### config.mk
export PLATFORM = sky130hd
export DESIGN_NAME = flag_request_queue
export DESIGN_NICKNAME = d
export VERILOG_FILES = /design/src/rtl/flag_request_queue_pkg.sv /design/src/rtl/flag_request_queue_sat_counter.sv /design/src/rtl/flag_request_queue.sv
export SDC_FILE = /design/constraint.sdc
export NUM_CORES = 1
export LEC_CHECK = 0
export CAP_MARGIN = 10
export CORE_MARGIN = 10
export CORE_UTILIZATION = 54
export CTS_BUF_LIST = sky130_fd_sc_hd__clkbuf_4
export CTS_CLUSTER_SIZE = 12
export DETAILED_ROUTE_END_ITERATION = 6
export PLACE_DENSITY_LB_ADDON = 0.25
export SLEW_MARGIN = 30
export SYNTH_ARGS = -nofsm -noshare
export SYNTH_HDL_FRONTEND = slang
export SYNTH_SLANG_ARGS = --single-unit
### constraint.sdc
create_clock -name clk -period 3.65 [get_ports clk]
set_input_delay 0.73 -clock clk [delete_from_list [all_inputs] [get_ports clk]]
set_output_delay 0.73 -clock clk [all_outputs]
set_load 0.05 [all_outputs]
### src/rtl/flag_request_queue_pkg.sv
`default_nettype none
// +----------------------------------------------------------------------------+
// | flag_request_queue_pkg                                                     |
// | Shared FSM encodings and saturating-counter helper for the request queue.  |
// | Revision: 1.0                                                              |
// +----------------------------------------------------------------------------+
package flag_request_queue_pkg;

   typedef enum logic [1:0] {
      ST_IDLE     = 2'd0,
      ST_FIRE     = 2'd1,
      ST_WAIT_ACK = 2'd2
   } state_t;

   // All-ones value for a counter of the given width.
   function automatic logic [31:0] sat_max(input int unsigned width);
      if (width >= 32) return 32'hFFFF_FFFF;
      return (32'd1 << width) - 32'd1;
   endfunction

endpackage
`default_nettype wire

### src/rtl/flag_request_queue_sat_counter.sv
`default_nettype none
// +----------------------------------------------------------------------------+
// | sat_counter                                                                |
// | Up-counter with synchronous clear that holds at all-ones.                  |
// | Revision: 1.0                                                              |
// +----------------------------------------------------------------------------+
module sat_counter
   import flag_request_queue_pkg::*;
#(
   parameter int WIDTH = 16
) (
   input  logic             clk,
   input  logic             rst_n,
   input  logic             i_clr,
   input  logic             i_inc,
   output logic [WIDTH-1:0] o_count
);

   localparam logic [WIDTH-1:0] c_MAX = WIDTH'(sat_max(WIDTH));

   logic [WIDTH-1:0] r_count;

   always_ff @(posedge clk or negedge rst_n) begin
      if (!rst_n) begin
         r_count <= '0;
      end else if (i_clr) begin
         r_count <= '0;
      end else if (i_inc && (r_count != c_MAX)) begin
         r_count <= r_count + 1'b1;
      end
   end

   assign o_count = r_count;

endmodule
`default_nettype wire

### src/rtl/flag_request_queue.sv
`default_nettype none
// +----------------------------------------------------------------------------+
// | flag_request_queue                                                         |
// | Queues request pulses and issues them one at a time as single-cycle flags  |
// | to a flag/ack crossing. Optional BUSY watchdog: FLAG_REQUEST_QUEUE_TIMEOUT_EN |
// | Revision: 1.0                                                              |
// +----------------------------------------------------------------------------+
module flag_request_queue
   import flag_request_queue_pkg::*;
#(
   parameter int CNT_WIDTH  = 8,
   parameter int LOST_WIDTH = 16,
   parameter int TIMEOUT    = 255
) (
   input  logic                  clk,
   input  logic                  rst_n,
   input  logic                  i_req,
   input  logic                  i_clear,
   input  logic                  i_busy,
   output logic                  o_flag_out,
   output logic [CNT_WIDTH-1:0]  o_pending,
   output logic                  o_empty,
   output logic                  o_full,
   output logic [LOST_WIDTH-1:0] o_lost_cnt,
   output logic                  o_timeout_err
);

   localparam logic [CNT_WIDTH-1:0] c_PEND_MAX = CNT_WIDTH'(sat_max(CNT_WIDTH));

   state_t               r_state;
   logic                 r_flag_out;
   logic [CNT_WIDTH-1:0] r_pending;

   logic w_empty;
   logic w_full;
   logic w_issue;
   logic w_accept;
   logic w_lost_inc;

   assign w_empty    = (r_pending == '0);
   assign w_full     = (r_pending == c_PEND_MAX);
   assign w_issue    = (r_state == ST_IDLE) && !w_empty && !i_busy;
   // A request hitting a full queue still fits if a slot frees on the same edge.
   assign w_accept   = i_req && (!w_full || w_issue);
   assign w_lost_inc = i_req && w_full && !w_issue;

   always_ff @(posedge clk or negedge rst_n) begin
      if (!rst_n) begin
         r_state    <= ST_IDLE;
         r_flag_out <= 1'b0;
      end else if (i_clear) begin
         r_state    <= ST_IDLE;
         r_flag_out <= 1'b0;
      end else begin
         r_flag_out <= 1'b0;
         case (r_state)
            ST_IDLE: begin
               if (w_issue) begin
                  r_state    <= ST_FIRE;
                  r_flag_out <= 1'b1;
               end
            end
            ST_FIRE:     r_state <= ST_WAIT_ACK;
            ST_WAIT_ACK: if (!i_busy) r_state <= ST_IDLE;
            default:     r_state <= ST_IDLE;
         endcase
      end
   end

   always_ff @(posedge clk or negedge rst_n) begin
      if (!rst_n) begin
         r_pending <= '0;
      end else if (i_clear) begin
         r_pending <= '0;
      end else if (w_accept && !w_issue) begin
         r_pending <= r_pending + 1'b1;
      end else if (!w_accept && w_issue) begin
         r_pending <= r_pending - 1'b1;
      end
   end

   sat_counter #(
      .WIDTH (LOST_WIDTH)
   ) u_lost_cnt (
      .clk     (clk),
      .rst_n   (rst_n),
      .i_clr   (i_clear),
      .i_inc   (w_lost_inc),
      .o_count (o_lost_cnt)
   );

`ifdef FLAG_REQUEST_QUEUE_TIMEOUT_EN
   localparam int c_TO_W = $clog2(TIMEOUT + 1);

   logic [c_TO_W-1:0] w_to_count;
   logic              r_timeout_err;

   sat_counter #(
      .WIDTH (c_TO_W)
   ) u_timeout_cnt (
      .clk     (clk),
      .rst_n   (rst_n),
      .i_clr   (i_clear || (r_state != ST_WAIT_ACK)),
      .i_inc   (r_state == ST_WAIT_ACK),
      .o_count (w_to_count)
   );

   // The count holds completed WAIT_ACK cycles, so TIMEOUT-1 marks the last one.
   always_ff @(posedge clk or negedge rst_n) begin
      if (!rst_n) begin
         r_timeout_err <= 1'b0;
      end else if (i_clear) begin
         r_timeout_err <= 1'b0;
      end else if ((r_state == ST_WAIT_ACK) && i_busy &&
                   (w_to_count == c_TO_W'(TIMEOUT - 1))) begin
         r_timeout_err <= 1'b1;
      end
   end

   assign o_timeout_err = r_timeout_err;
`else
   logic w_unused_timeout;
   assign w_unused_timeout = ^TIMEOUT;
   assign o_timeout_err    = 1'b0;
`endif

   assign o_flag_out = r_flag_out;
   assign o_pending  = r_pending;
   assign o_empty    = w_empty;
   assign o_full     = w_full;

endmodule
`default_nettype wire

## Word-level counts from Yosys, hierarchy flattened

Cells that the tools add are included.

- Logic and storage cells: 44
- Register bits after elaboration: 27
- Output and inout bits: 28

- Mux-type cells: 12
- Reductions and logical operators: 19
- $add $sub $neg: 3
- Equality and inequality tests: 6

Operators by type and width:

| cell | count |
|---|---|
| 16-bit two-way mux | 2 |
| 8-bit two-way mux | 3 |
| 16-bit by 1-bit adder with 16-bit output, second input constant | 1 |
| 16-bit inequality test, second input constant | 1 |
| 8-bit by 1-bit adder with 8-bit output, second input constant | 1 |
| 8-bit equality test, second input constant | 1 |
| 1-bit logical AND | 8 |
| 8-bit logical NOT | 1 |
| 8-bit by 1-bit subtractor with 8-bit output, second input constant | 1 |
| 2-bit two-way mux | 3 |
| 3-bit inequality test, second input constant | 2 |
| 2-bit case mux with 3 select lines | 1 |
| 1-bit logical NOT | 5 |
| 1-bit two-way mux | 3 |
| 3-bit nonzero test | 1 |
| 2-bit by 1-bit equality test with 1-bit output, second input constant | 1 |
| 2-bit equality test, second input constant | 1 |
| 2-bit logical NOT | 1 |
| 2-bit AND reduction | 1 |
| 2-bit nonzero test | 1 |
| 1-bit logical OR | 1 |

## Longest topological paths before layout

- Depth after elaboration: 11
- Depth in mapped cells: 10
- Gate-level depth less buffers: 10

## By module

From an unflattened synthesis, not the netlist that was laid out.

- Cells, all modules: 191
- Area total of the unflattened synthesis: 1766.7 sq um

Modules (own cells, without submodules):

| module | instances | sequential area each (sq um) | area each (sq um) | cells each |
|---|---|---|---|---|
| sat_counter | 1 | 400.4 | 942.2 | 98 |
| flag_request_queue | 1 | 275.3 | 824.5 | 93 |

## Worst setup path after synthesis

OpenSTA, ideal clock, no wires.

- Kind: register to register
- From: reg r_pending[5], in the netlist o_pending[5]
- To: reg r_pending[7], in the netlist o_pending[7]
- Path buffers: 0
- Period minus slack after synthesis: 3031 ps
- Library setup time: 126 ps
- Stages on the path, launching flop included: 9
- Data arrival time: 2904 ps
- Path slack: 619 ps
- Cells stage by stage: dfrtp_1 or4_4 o21ai_2 nand2b_1 ha_1 or3_1 o211ai_1 mux2i_1 a221o_1

- Word-level cells in the longest chain between the ends: 9
- Elaborated cells between the ends (all ways): 18
- Classes of those cells: 2 x add/sub; 1 x eq/ne; 3 x mux; 12 x reduce/logical

Ends and longest elaborated chain:

| item | line | text |
|---|---|---|
| from (decl) | flag_request_queue.sv:32 | `logic [CNT_WIDTH-1:0] r_pending;` |
| from (signal assigned) | flag_request_queue.sv:76 | `r_pending <= r_pending + 1'b1;` |
| from (signal assigned) | flag_request_queue.sv:78 | `r_pending <= r_pending - 1'b1;` |
| branches (longest 9 deep; another with 8-bit by 1-bit subtractor with 8-bit output) | - |  |

Several ways; the timed one is not identified. The select of a mux whose other input is x is not followed.
A chain may end at the register's enable or synchronous reset.

## Worst setup path after layout

- From: reg r_pending[1], in the netlist o_pending[1]
- To: out o_empty

- Word-level cells in the longest chain between the ends: 1

Ends and longest elaborated chain:

| item | line | text |
|---|---|---|
| 8-bit logical NOT | flag_request_queue.sv:40 | `assign w_empty = (r_pending == '0);` |
| to (decl) | flag_request_queue.sv:22 | `output logic o_empty,` |

Every way passes these cells.

==> metrics.md <==
| Metric | Value |
|---|---|
| Status | finished, final reports clean |
| Cell variety after synth | 47 |
| Clock power frac | 11.5% |
| GR Util met2 | 25.0% |
| Simple-gate area share of the yosys netlist | 27.4% |
| Nets | 243 |
| Post-synthesis adder-cell area fraction | 5.98% |
| Layout cells sized above 1 | 6.55% |
| Grt total ovfl | 0 |
| Fmax | 324 MHz |
| Hold WC Path Type | reg -> reg |
| RSZ-0062 raised after global routing | false |
| Clk_lat worst skew | 0.31 ns |
| Mean Syn Cell Area | 8.95 um2 |
| Worst Tran Pin Value | 0.531 ns |
| Worst Clk Skew | 0.00532 ns |
| VDD IR max | 0.468 mV |
| Synth top area cells | dfrtp_1 (38%), or4_1 (5.8%), ha_1 (4.9%) |
| Hold Vio Cnt, Final | 0 |
| Final WL | 4390 um |
| Most frequent cell after synthesis | dfrtp_1 |
| Required time of the worst setup path | 2.92 ns |
| # DRC | 0 |
| Post-synth EDFFs | 0 |
| Largest family of logic cells by synthesized area | simple AND/OR/NAND/NOR gates |
| CTS max path bufs | 2 |
| Met3 Track Usage GR | 4.03% |
| Die area | 6040 um2 |
| Largest net degree at the start of global routing | 35 |
| # port buffers | 31 |
| Switching pwr | 528 uW |
| XOR/XNOR Fraction of Synth Area | 1.95% |
| Hold Buf Count CTS | 0 |
| Seq/Total Area, Yosys | 37.6% |
| Ys Warns | 0 |
| # clock sinks | 27 |
| CTS Buf Count | 3 |
| Number of diodes | 0 |
| CTS tree | built |
| Reg2reg path depth | 9 |
| Crit-path max FO | 6 |
| Final Setup Violations | 0 |
| Top_reg_cell synth | dfrtp_1 |
| Avg WL per Cell | 16.1 um |
| Detail Route Antenna Nets | 0 |
| H-tree Lvls | 1 |
| Fin crit share | 84.6% |
| Tot GR Track Use | 14.1% |
| CP max-delay cell | clkdlybuf4s50_1 |
| Root Driver | clkbuf_4 |
| Final slew viol count | 0 |
| Sw Share | 45.1% |
| Vias per cell | 6.27 |
| Mapped Nets | 214 |
| Routed vias | 1,712 |
| Critical path capture point type | output port |
| Nature of the critical path startpoint | register |
| Die Span Y | 77.7 um |
| DP HPWL | 3280 um |
| Initial antenna violation count | 0 |
| Clock transition at path regs | 0.14 ns |
| Logic gate share of total power | 54.2% |
| Met1 GRT Util | 16.0% |
| TritonRoute pass-1 iters | 4 |
| Power Dens Cells | 541 nW/um2 |
| Crit path DAT | 2.36 ns |
| Mux share of post-synthesis cell area | 2.99% |
| Vias in the first global route | 1,520 |
| CP Class | reg -> out |
| Max-cap violations | 0 |
| Postcts setup bufs | 0 |
| Relative slew margins | 64.5% |
| Final Cell Area | 2170 um2 |
| WP depth | 3 |
| Post-cts resize count | 0 |
| Synth area leader | dfrtp_1 |
| CP top delay family | buffers and inverters |
| Area after DPL | 2140 um2 |
| Hold path cells | 2 |
| Row count | 20 |
| Syn Inst Count | 201 |
| Area Overhead vs Synth | 20.5% |
| Synth async-reset ratio | 100% |
| Top-level I/O count | 33 |
| DRT iter0 DRCs | 134 |
| Leakage | 0.000812 uW |
| Most used routing layer | met2 |
| Commonest cells in the netlist | dfrtp_1 (27), a21oi_1 (16), nor2_1 (15) |
| Int Pwr | 644 uW |
| Die Wd | 77.7 um |
| Crit-path cells | or4_1 -> nor2_1 -> clkdlybuf4s50_1 |
| Final min period | 3.09 ns |
| CP max stage delay | 0.82 ns |
| GPL Wtd Cong | 0.854 |
| Initial Util | 57.5% |
| Cell Area, Synth | 1800 um2 |
| First-pass GRT wire length | 7310 um |
| Post-synthesis compound-gate area fraction | 18.4% |
| FF+latch count, synth | 27 |
| Total Neg Setup Slack | 0 ns |
| WP buf/inv | 1 |
| Post-synth top area share | 37.6% |
| Sequential share of power | 34.3% |
| Core area | 3130 um2 |
[cells in the final DEF, fill, tap and decap left out, types with 2 or more instances in the layout]
master           instances
or3_1                    3
clkdlybuf4s50_1         31
mux2_2                   3
nor4_1                   5
mux2i_1                  2
buf_4                    4
o31ai_1                 10
clkbuf_4                 4
nor3b_1                  3
nor2b_1                  4
nand2_1                  6
nor3_1                   6
ha_1                     7
dfrtp_1                 27
nand4_1                  7
xnor2_1                  3
o21ai_0                  7
or4_1                   14
inv_1                   11
nand3_1                  7
o2111ai_1                2
o21a_1                   7
a21oi_1                 16
nand2b_1                 4
nor2_1                  15
[metal layers]
layer  vias to the layer above  routed length, um
li1                        814                  -
met1                       845               1770
met2                        47               2290
met3                         6                264
met4                         0                 67
met5                         -                  0
[metrics by stage]
step,hold slack [ns],utilization (%),setup slack [ns],power (uW),std cells
2_1_floorplan,0.434,-,0.619,865,201
3_5_place_dp,0.568,68.3,0.301,1040,269
4_1_cts,0.588,69.3,0.528,1180,273
5_1_grt,0.611,69.3,0.369,1250,273
6_report,0.582,69.3,0.561,1170,273
3_3_place_gp,0.544,68.3,0.451,1020,269
[sequential cells by signal, indices dropped and copies added, names as in the netlist]
signal / count
r_state: 2
o_flag_out: 1
o_pending: 8
u_lost_cnt.o_count: 16
[final cells by class]
| type | instances | area, um2 |
|---|---|---|
| fill | 254 | 961 |
| inverter | 11 | 41.3 |
| tap | 44 | 55.1 |
| timing repair buffer | 35 | 340 |
| clock buffer | 4 | 30.0 |
| multi-input combinational | 152 | 1020 |
| sequential | 27 | 676 |
[path summary, 6_finish.rpt]
| check | start | slack, ns | end |
|---|---|---|---|
| hold / removal | u_lost_cnt.o_count[5]$_DFFE_PN0P_ | 0.58 | u_lost_cnt.o_count[5]$_DFFE_PN0P_ |
| hold reg to reg | u_lost_cnt.o_count[5]$_DFFE_PN0P_ | 0.58 | u_lost_cnt.o_count[5]$_DFFE_PN0P_ |
| max in group asynchronous | rst_n | 2.62 | o_pending[1]$_DFFE_PN0P_ |
| min in group asynchronous | rst_n | 0.77 | u_lost_cnt.o_count[9]$_DFFE_PN0P_ |
| setup reg to reg | o_pending[1]$_DFFE_PN0P_ | 0.59 | o_pending[7]$_DFFE_PN0P_ |
| setup / recovery | o_pending[1]$_DFFE_PN0P_ | 0.56 | o_empty |
[worst reg2reg max path, stage by stage (launching register included)]
cell and delay (ns):
dfrtp_1 0.47, or4_1 0.61, o21ai_2 0.22, nand2b_1 0.24, ha_1 0.44, nand3_1 0.13
o2111ai_1 0.20, o211ai_1 0.17, mux2i_1 0.15, a221o_1 0.35
[cell families (layout without fill, tap and decap cells)]
group                    count (synthesis)  count (layout)
adder cells (fa/ha/maj)                  8               8
flip-flops                              27              27
buffers and inverters                   22              50
other                                    1               1
AND/OR/NAND/NOR                         83              83
AO/OA/AOI/OAI                           51              51
XOR/XNOR                                 4               4
multiplexers                             5               5
[power by group through the flow]
| stage | registers [uW] | logic, uW | clock network [uW] |
|---|---|---|---|
| after floorplan | 530 | 336 | 0 |
| after global placement | 406 | 613 | 0 |
| after detailed placement | 406 | 635 | 0 |
| after CTS | 402 | 638 | 139 |
| after global routing | 411 | 689 | 153 |
| final | 402 | 635 | 134 |
Note: power is estimated with default switching activity, not from simulation.
